### src/rtl/fetch_pkg.sv
// Constants and types shared by the instruction-fetch stage.
// FETCH_ADEL_EN enables the address-error (AdEL) check on fetch addresses.
package fetch_pkg;

    localparam logic [31:0] RESET_PC = 32'h0000_3000;
    localparam logic [31:0] IM_BASE  = 32'h0000_3000;
    localparam logic [31:0] IM_LIMIT = 32'h0000_6FFF;
    localparam logic [4:0]  EXC_ADEL = 5'd4;

    typedef enum logic {
        FETCH,
        HOLD
    } fetch_state_e;

    // Misaligned or outside the instruction memory window.
    function automatic logic addr_err(input logic [31:0] pc);
        return (pc[1:0] != 2'b00) || (pc < IM_BASE) || (pc > IM_LIMIT);
    endfunction

endpackage

### src/rtl/fetch_hold_buf.sv
// Single-entry buffer that parks a fetched word while decode is stalled.
// With FETCH_ADEL_EN the parked exception code travels with the word.
module fetch_hold_buf
    import fetch_pkg::*;
(
    input  logic        clk,
    input  logic        reset,
    input  logic        load,
    input  logic        clear,
    input  logic [31:0] load_pc,
    input  logic [31:0] load_instr,
`ifdef FETCH_ADEL_EN
    input  logic [4:0]  load_exc,
    output logic [4:0]  hold_exc,
`endif
    output logic        valid,
    output logic [31:0] hold_pc,
    output logic [31:0] hold_instr
);

    always_ff @(posedge clk or posedge reset) begin
        if (reset) begin
            valid      <= 1'b0;
            hold_pc    <= 32'h0;
            hold_instr <= 32'h0;
`ifdef FETCH_ADEL_EN
            hold_exc   <= 5'd0;
`endif
        end else if (load) begin
            valid      <= 1'b1;
            hold_pc    <= load_pc;
            hold_instr <= load_instr;
`ifdef FETCH_ADEL_EN
            hold_exc   <= load_exc;
`endif
        end else if (clear) begin
            valid      <= 1'b0;
            hold_pc    <= 32'h0;
            hold_instr <= 32'h0;
`ifdef FETCH_ADEL_EN
            hold_exc   <= 5'd0;
`endif
        end
    end

endmodule

### src/rtl/fetch_unit.sv
// MIPS IF stage: PC register, variable-latency I-mem requests, IF/ID register,
// delay-slot redirect handling. FETCH_ADEL_EN adds the AdEL fetch-address check.
module fetch_unit #(
    parameter logic [31:0] RESET_PC = fetch_pkg::RESET_PC
) (
    input  logic        clk,
    input  logic        reset,
    input  logic        stall_D,
    input  logic        redirect_valid,
    input  logic [31:0] redirect_target,
    output logic        im_req,
    output logic [31:0] im_addr,
    input  logic        im_ready,
    input  logic [31:0] im_rdata,
    output logic [31:0] PC_F,
    output logic [31:0] PC_D,
    output logic [31:0] instr_D,
`ifdef FETCH_ADEL_EN
    output logic [4:0]  exc_code_D,
`endif
    output logic        valid_D
);

    import fetch_pkg::*;

    fetch_state_e state;
    logic         pend_valid;
    logic [31:0]  pend_target;
    logic         fetch_done;
    logic [31:0]  fetch_word;
    logic [31:0]  nxt_pc;
    logic         hold_valid;
    logic         hold_release;
    logic [31:0]  hold_pc;
    logic [31:0]  hold_instr;

`ifdef FETCH_ADEL_EN
    logic         adel;
    logic [4:0]   fetch_exc;
    logic [4:0]   hold_exc;

    // A bad address completes at once with a zero word instead of going to memory.
    assign adel       = addr_err(PC_F);
    assign im_req     = (state == FETCH) && !adel;
    assign fetch_done = (state == FETCH) && (im_ready || adel);
    assign fetch_word = adel ? 32'h0 : im_rdata;
    assign fetch_exc  = adel ? EXC_ADEL : 5'd0;
`else
    assign im_req     = (state == FETCH);
    assign fetch_done = (state == FETCH) && im_ready;
    assign fetch_word = im_rdata;
`endif

    assign im_addr      = PC_F;
    assign nxt_pc       = pend_valid     ? pend_target     :
                          redirect_valid ? redirect_target : PC_F + 32'd4;
    assign hold_release = (state == HOLD) && hold_valid && !stall_D;

    fetch_hold_buf u_hold_buf (
        .clk        (clk),
        .reset      (reset),
        .load       (fetch_done && stall_D),
        .clear      (hold_release),
        .load_pc    (PC_F),
        .load_instr (fetch_word),
`ifdef FETCH_ADEL_EN
        .load_exc   (fetch_exc),
        .hold_exc   (hold_exc),
`endif
        .valid      (hold_valid),
        .hold_pc    (hold_pc),
        .hold_instr (hold_instr)
    );

    always_ff @(posedge clk or posedge reset) begin
        if (reset) begin
            state       <= FETCH;
            PC_F        <= RESET_PC;
            pend_valid  <= 1'b0;
            pend_target <= 32'h0;
            PC_D        <= 32'h0;
            instr_D     <= 32'h0;
            valid_D     <= 1'b0;
`ifdef FETCH_ADEL_EN
            exc_code_D  <= 5'd0;
`endif
        end else begin
            unique case (state)
                FETCH: begin
                    if (fetch_done) begin
                        PC_F       <= nxt_pc;
                        pend_valid <= 1'b0;
                        if (stall_D) begin
                            state <= HOLD;
                        end else begin
                            PC_D    <= PC_F;
                            instr_D <= fetch_word;
                            valid_D <= 1'b1;
`ifdef FETCH_ADEL_EN
                            exc_code_D <= fetch_exc;
`endif
                        end
                    end else begin
                        if (!stall_D) begin
                            instr_D <= 32'h0;
                            valid_D <= 1'b0;
`ifdef FETCH_ADEL_EN
                            exc_code_D <= 5'd0;
`endif
                        end
                        // Outstanding fetch is the delay slot; remember where to go after it.
                        if (redirect_valid && !pend_valid) begin
                            pend_valid  <= 1'b1;
                            pend_target <= redirect_target;
                        end
                    end
                end
                HOLD: begin
                    // Delay slot is already parked, so the target is the next fetch.
                    if (redirect_valid) begin
                        PC_F <= redirect_target;
                    end
                    if (hold_release) begin
                        state   <= FETCH;
                        PC_D    <= hold_pc;
                        instr_D <= hold_instr;
                        valid_D <= 1'b1;
`ifdef FETCH_ADEL_EN
                        exc_code_D <= hold_exc;
`endif
                    end
                end
                default: state <= FETCH;
            endcase
        end
    end

endmodule

### config.mk
export PLATFORM = sky130hd
export DESIGN_NAME = fetch_unit
export DESIGN_NICKNAME = d
export VERILOG_FILES = /design/src/rtl/fetch_pkg.sv /design/src/rtl/fetch_hold_buf.sv /design/src/rtl/fetch_unit.sv
export SDC_FILE = /design/constraint.sdc
export NUM_CORES = 1
export LEC_CHECK = 0
export CORE_MARGIN = 1.5
export CORE_UTILIZATION = 55
export CTS_CLUSTER_SIZE = 40
export DETAILED_ROUTE_END_ITERATION = 8
export GPL_TIMING_DRIVEN = 0
export PLACE_DENSITY = 0.85
export SYNTH_ARGS = -nofsm -noshare
export SYNTH_HDL_FRONTEND = slang
export SYNTH_SLANG_ARGS = --single-unit
### constraint.sdc
create_clock -name clk -period 18.3 [get_ports clk]
set_clock_uncertainty 0.15 [all_clocks]
set_input_delay 3.66 -clock clk [delete_from_list [all_inputs] [get_ports clk]]
set_output_delay 3.66 -clock clk [all_outputs]
set_load 0.02 [all_outputs]
==> key figures, run 1 <==
Layout
  • Commonest non-fill, non-tap cell in the layout: clkdlybuf4s50_1
  • Design area: 12070 sq um
  • N_diodes: 0
  • Share of cells above drive strength 1: 10.40%
  • Most frequent cells in the layout: clkdlybuf4s50_1, dfrtp_1, a21oi_1
  • Fin nets: 1172
  • Area growth, synth to finish: 31.41%

Timing
  • Setup violations, final: 0
  • Max Slew Vio Count: 0
  • Slew @ Worst Pin: 1.264 ns
  • Post-route minimum period: 6.429 ns
  • Hold slack: 0.3454 ns
  • TNS Setup: 0 ns
  • Final period util: 35.13%
  • RSZ-0062 raised after global routing: no
  • Relative slew margins: 15.34%
  • F_max: 155.6 MHz
  • Final Hold Fails: 0

Critical path
  • CP Class: reg2out
  • Worst setup EP type: output port
  • Setup crit start: state$_DFF_PP0_
  • CP Data Required Time: 14.49 ns
  • Crit path capture: im_req
  • Worst R2R Setup Slack: 15.53 ns
  • Max FO, Critical Path: 10
  • R2R Path End: u_hold_buf.hold_instr[7]$_DFFE_PP0P_
  • RR Startpoint: state$_DFF_PP0_
  • Worst EP arrival: 2.62 ns
  • Startpoint Class: flop
  • R2R depth: 6

Synth
  • Yosys warnings: 0
  • Yosys reg bits: 196
  • Mapped Cells: 884
  • Ys async rst share: 100.0%
  • Number of enable flip-flop cells after synthesis: 0
  • Net Count, Synth: 954
  • Synth cell types: 63
  • Sequential-to-total area share from yosys stat: 53.44%
  • Avg Inst Size Synth: 10.39 sq um
  • Commonest register cell after synthesis: dfrtp_1
  • Synth Cell Area: 9183 sq um

Clock tree
  • Hold-fix buffers at CTS: 0
  • Clk_lat worst skew: 0.44 ns
  • CTS clk-pin slew, worst paths: 0.07 ns
  • CTS Buffer Depth: 2
  • CTS root buffer: clkbuf_16
  • CTS Buf Count: 17
  • Cts repair resizes: 0
  • Post-CTS Setup Bufs: 0
  • CTS sink cnt: 196
  • CTS tree: built
  • H-tree Lvls: 4

Floorplanning
  • Initial cell density of the core: 55.77%
  • DIE AREA: 17480 sq um
  • Core Rows: 47
  • Die Ht: 132.2 microns
  • IO Pins: 199
  • Die X: 132.2 microns
  • Placeable core area: 16470 sq um

Status
  • Status: finished clean

GRT
  • Largest net degree at the start of global routing: 115
  • GRT Util Overall: 31.62%
  • Initial antenna violation count: 0
  • Vias in the first global route: 8001
  • Grt total ovfl: 0
  • First-pass GRT wire length: 43350 microns

Pwr
  • Combinational share of power: 41.1%
  • Register share of total power: 38.7%
  • Cell area power density: 153.8 nW/um^2
  • Switching Fraction: 38.05%
  • P_sw: 0.0007064 W
  • Clock power frac: 20.2%
  • Leak pwr: 5.114 nW
  • Cell-internal power: 0.001150 W
  • Worst VDD drop: 86.32 uV

Route
  • Residual DRC: 0
  • Drt pass-1 iters: 7
  • DR iter-0 viols: 864
  • Via count: 8253
  • Final WL: 26890 microns
  • WL per Instance: 20.14 microns
  • DR vias/cell: 6.182
  • Antenna-violating nets left: 0

Place
  • Placement-stage cell area: 11470 sq um
  • I/O Buffers: 198
  • Hpwl dp: 18850 microns
  • Gpl congestion: 0.9161

Flow run
  • Total of max-cap violations: 0

Min path
  • HP Class: reg2reg
logic make-up (layout without fill, tap and decap cells):
family	Yosys count	after routing	synth area share [%]
compound gates	306	306	22.48
xor+xnor	2	2	0.1908
fa+ha+maj	1	1	0.1362
buf+inv	125	356	7.194
flops	196	196	53.44
mux	56	56	6.391
simple gates	198	198	10.17
per-layer routing:
layer	routed length (microns)	GRT usage [%]	share of wire [%]	up-vias
li1	-	-	-	3648
met1	10840	43.45	40	4067
met2	12940	50.41	48	474
met3	2352	6.113	8.7	64
met4	750	11.60	2.8	0
met5	0	0	0	-
how the worst min path moves through the flow:
stage | startpoint | endpoint | slack [ns] | depth (start not counted)
detailed placement | pend_target[28]$_DFFE_PP0P_ | PC_F[28]$_DFFE_PP0P_ | 0.32 | 2
global route | u_hold_buf.hold_pc[20]$_DFFE_PP0P_ | u_hold_buf.hold_pc[20]$_DFFE_PP0P_ | 0.36 | 1
finish | pend_target[28]$_DFFE_PP0P_ | PC_F[28]$_DFFE_PP0P_ | 0.35 | 2
global placement | pend_target[28]$_DFFE_PP0P_ | PC_F[28]$_DFFE_PP0P_ | 0.33 | 2
CTS | pend_target[28]$_DFFE_PP0P_ | PC_F[28]$_DFFE_PP0P_ | 0.34 | 2
floorplan | pend_target[28]$_DFFE_PP0P_ | PC_F[28]$_DFFE_PP0P_ | 0.31 | 2
area by class of cell:
cell class / instances / area, sq um
sequential: 196 / 4907
clock buffer: 20 / 456.7
multi-input combinational: 563 / 3615
buffer: 102 / 574.3
timing repair buffer: 199 / 2009
inverter: 23 / 93.84
tap: 220 / 275.3
clock inverter: 12 / 135.1
fill: 1177 / 4399
power groups by stage:
| stage | sequential [W] | combinational (W) | clock [W] |
|---|---|---|---|
| CTS | 0.000713 | 0.000761 | 0.000377 |
| floorplan | 0.000773 | 0.000348 | 0 |
| detailed placement | 0.000718 | 0.000754 | 0 |
| global placement | 0.000711 | 0.000737 | 0 |
| finish | 0.000718 | 0.000763 | 0.000375 |
| global route | 0.000733 | 0.000811 | 0.000398 |
cell usage after synthesis, types with 3 or more instances:
cell	count	share of area, %
nor2_1	90	3.7
clkbuf_1	45	1.8
a222oi_1	8	0.87
inv_1	23	0.94
o22ai_1	10	0.68
o21a_1	6	0.49
o2bb2ai_1	3	0.29
o2bb2a_1	3	0.33
buf_1	9	0.37
o21ai_0	40	2.2
nand2b_1	5	0.34
o211ai_1	4	0.33
buf_6	5	0.61
mux2i_1	35	3.8
dfrtp_1	194	53
nand2_1	37	1.5
nand3_1	18	0.98
a22oi_1	37	3.0
or4_1	5	0.41
buf_2	6	0.33
nor2b_1	6	0.41
nor3_1	7	0.38
or2_2	3	0.20
a21o_1	4	0.33
a22o_1	65	6.2
a21oi_1	105	5.7
buf_4	33	2.7
nand4_1	7	0.48
mux2_2	21	2.6
nor4_1	3	0.20
worst max-delay path, stage by stage, from the launching register on:
cell and delay (ns):
dfrtp_1 0.47, clkbuf_1 0.28, inv_1 0.24, clkbuf_1 0.47
clkdlybuf4s50_1 0.72
flip-flops by register name (all words and copies together) (netlist names):
register	cells
instr_D	32
pend_valid	1
state	1
u_hold_buf.hold_instr	32
PC_D	32
u_hold_buf.hold_pc	32
PC_F	32
u_hold_buf.valid	1
valid_D	1
pend_target	32
per-stage QoR:
stage / cells / worst slack (ns) / utilization (%) / total power, W
2_1_floorplan: 884 / 9.153 / - / 0.001121
3_3_place_gp: 1302 / 6.783 / 69.48 / 0.001448
3_5_place_dp: 1303 / 12.09 / 69.69 / 0.001472
4_1_cts: 1335 / 11.96 / 73.28 / 0.001850
5_1_grt: 1335 / 11.83 / 73.28 / 0.001942
6_report: 1335 / 11.87 / 73.28 / 0.001856
Note: power is estimated with default switching activity, not from simulation.
==> inputs of run 2 (changes only) <==
CORE_UTILIZATION = 51   (was 55)
PLACE_DENSITY = 0.79   (was 0.85)
clock period = 6 ns   (was 18.3 ns; I/O delays follow)
==> run 2 against run 1 <==
Compared with the run above:
- register-to-register slack got worse by 12 ns
- sequential share of layout area fell by 0.29 points
- non-clock buffer count rose by 4
- largest power group unchanged
- critical path depth did not move
- highest routed layer unchanged
- global-route usage fell by 2.5 points
- critical path type unchanged
==> key figures, run 2 (same netlist as run 1, synthesis figures left out) <==
Place
  • Gpl congestion: 0.8908 (-2.8%)
  • I/O Buffers: 198 (unchanged)
  • Placement-stage cell area: 11550 sq um (+0.65%)
  • Hpwl dp: 19160 microns (+1.6%)
  • Setup WS pre-CTS: 2.199 ns (-9.890 ns)

Pwr
  • Worst VDD drop: 265.9 uV (+210%)
  • Leak pwr: 5.147 nW (+0.66%)
  • Cell area power density: 465.9 nW/um^2 (+200%)

Critical path
  • Setup crit start: state$_DFF_PP0_
  • Max FO, Critical Path: 10 (unchanged)
  • R2R depth: 6 (unchanged)
  • Worst EP arrival: 2.60 ns (-0.02 ns)
  • CP Class: reg2out
  • Startpoint Class: flop
  • Most common cell on crit path: clkbuf_1
  • CP max-delay cell: clkdlybuf4s50_1
  • CP Buf/Inv Count: 4 (unchanged)
  • Worst setup EP type: output port
  • RR Startpoint: state$_DFF_PP0_
  • Crit path capture: im_req
  • R2R Path End: u_hold_buf.hold_instr[4]$_DFFE_PP0P_
  • Peak per-stage delay on the critical path: 0.71 ns (about the same)
  • Stages on the worst setup path: 4 (unchanged)
  • CP Data Required Time: 4.65 ns (-9.84 ns)
  • Crit path cell chain: clkbuf_1 > inv_1 > clkbuf_1 > clkdlybuf4s50_1
  • Worst R2R Setup Slack: 3.33 ns (-12.20 ns)
  • CP top delay family: buffers and inverters

Timing
  • Final period util: 65.80%
  • Final Hold Fails: 0 (unchanged)
  • RSZ-0062 raised after global routing: no
  • F_max: 253.3 MHz
  • Setup violations, final: 0 (unchanged)
  • Fin worst setup slack: 2.052 ns (-9.819 ns)
  • Max Slew Vio Count: 0 (unchanged)
  • TNS Setup: 0 ns (unchanged)
  • Post-route minimum period: 3.948 ns
  • Slew @ Worst Pin: 1.178 ns (-0.08617 ns)
  • Relative slew margins: 21.11% (+5.8 points)

Route
  • Drt pass-1 iters: 5 (-2)
  • Final WL: 26930 microns (+0.15%)
  • Via count: 8095 (-1.9%)
  • DR iter-0 viols: 960 (+11%)
  • Antenna-violating nets left: 0 (unchanged)
  • WL per Instance: 20.04 microns (-0.53%)
  • Residual DRC: 0 (unchanged)
  • DR vias/cell: 6.023 (-2.6%)

Clock tree
  • H-tree Lvls: 4 (unchanged)
  • CTS Buffer Depth: 2 (unchanged)
  • CTS Buf Count: 17 (unchanged)
  • Hold-fix buffers at CTS: 0 (unchanged)
  • Cts repair resizes: 0 (unchanged)
  • CTS tree: built
  • CTS clk-pin slew, worst paths: 0.07 ns (about the same)
  • Post-CTS Setup Bufs: 0 (unchanged)
  • CTS sink cnt: 196 (unchanged)
  • CTS root buffer: clkbuf_16
  • Clk_lat worst skew: 0.44 ns (about the same)

GRT
  • Initial antenna violation count: 0 (unchanged)
  • GRT Util Overall: 29.12% (-2.5 points)
  • Grt total ovfl: 0 (unchanged)
  • Vias in the first global route: 7752 (-3.1%)
  • First-pass GRT wire length: 41750 microns (-3.7%)
  • Largest net degree at the start of global routing: 43 (-63%)

Floorplanning
  • IO Pins: 199 (unchanged)
  • Placeable core area: 17420 sq um (+5.8%)
  • Initial cell density of the core: 52.72% (-3.0 points)
  • Die Ht: 137.2 microns (+3.8%)
  • DIE AREA: 18820 sq um (+7.7%)
  • Core Rows: 48 (+2.1%)
  • Die X: 137.2 microns (+3.8%)

Layout
  • Fin nets: 1176 (+0.34%)
  • Commonest non-fill, non-tap cell in the layout: clkdlybuf4s50_1
  • Share of cells above drive strength 1: 10.81% (+0.41 points)
  • Multi-input logic area: 3615 sq um (unchanged)
  • Sequential cell area: 4907 sq um (unchanged)
  • Fillers: 1329 (+13%)
  • N_diodes: 0 (unchanged)
  • Area growth, synth to finish: 32.36%
  • Design area: 12150 sq um (+0.73%)
  • Most frequent cells in the layout: clkdlybuf4s50_1, dfrtp_1, a21oi_1

Status
  • Status: finished clean

Min path
  • HP Class: reg2reg

Flow run
  • Total of max-cap violations: 0 (unchanged)
-- run 2: how the worst min path moves through the flow --
| stage | start | end | slack [ns] | cells after the start |
|---|---|---|---|---|
| 2_1_floorplan | pend_target[28]$_DFFE_PP0P_ | PC_F[28]$_DFFE_PP0P_ | 0.31 | 2 |
| 3_3_place_gp | pend_target[28]$_DFFE_PP0P_ | PC_F[28]$_DFFE_PP0P_ | 0.33 | 2 |
| 3_5_place_dp | u_hold_buf.hold_instr[19]$_DFFE_PP0P_ | u_hold_buf.hold_instr[19]$_DFFE_PP0P_ | 0.33 | 1 |
| 4_1_cts | pend_target[30]$_DFFE_PP0P_ | PC_F[30]$_DFFE_PP0P_ | 0.36 | 2 |
| 5_1_grt | u_hold_buf.hold_pc[26]$_DFFE_PP0P_ | u_hold_buf.hold_pc[26]$_DFFE_PP0P_ | 0.37 | 1 |
| 6_report | u_hold_buf.hold_instr[10]$_DFFE_PP0P_ | u_hold_buf.hold_instr[10]$_DFFE_PP0P_ | 0.35 | 1 |
-- run 2: area by class of cell --
class	count	area share, %
Clock inverter	15	1.472
Clock buffer	17	3.500
Multi-Input combinational cell	563	29.74
Inverter	23	0.7412
Timing Repair Buffer	203	17.13
Sequential cell	196	40.37
Buffer	102	4.725
Tap cell	225	2.316
-- run 2: routing by layer --
layer  GRT usage (%)  up-vias  wire (microns)
met4           9.766        0             711
met2           44.61      400           12440
met3           5.923       53            2295
met1           41.60     3994           11480
li1                -     3648               -
met5               0        -               0
-- run 2: power breakdown --
group / leakage (nW) / internal [W] / switching (W) / total (W)
clock: 0.295 / 0.000567 / 0.000588 / 0.00116
combinational: 2.48 / 0.00113 / 0.00119 / 0.00232
sequential: 2.37 / 0.00177 / 0.000418 / 0.00218
total: 5.15 / 0.00347 / 0.00220 / 0.00566
-- run 2: per-stage QoR --
| step | power (W) | hold WS (ns) | util, % | instances |
|---|---|---|---|---|
| 3_5_place_dp | 0.004496 | 0.3316 | 66.31 | 1312 |
| 3_3_place_gp | 0.004433 | 0.3314 | 65.74 | 1307 |
| 6_report | 0.005663 | 0.3505 | 69.78 | 1344 |
| 2_1_floorplan | 0.003419 | 0.3074 | - | 884 |
| 4_1_cts | 0.005656 | 0.3557 | 69.78 | 1344 |
| 5_1_grt | 0.005928 | 0.3667 | 69.78 | 1344 |
==> inputs of run 3 (changes only) <==
clock period = 3.65 ns   (was 6 ns; I/O delays follow)
==> results of run 3 <==
Same layout as run 2 (identical final DEF). Status: finished clean.
Main changes from that run: setup slack after placement 2.199 ns -> 0.3190 ns; setup slack after layout 2.052 ns -> 0.1720 ns; register-to-register setup slack 3.33 ns -> 0.98 ns; total power 0.005663 W -> 0.009308 W; worst IR drop on VDD 265.9 uV -> 437.0 uV
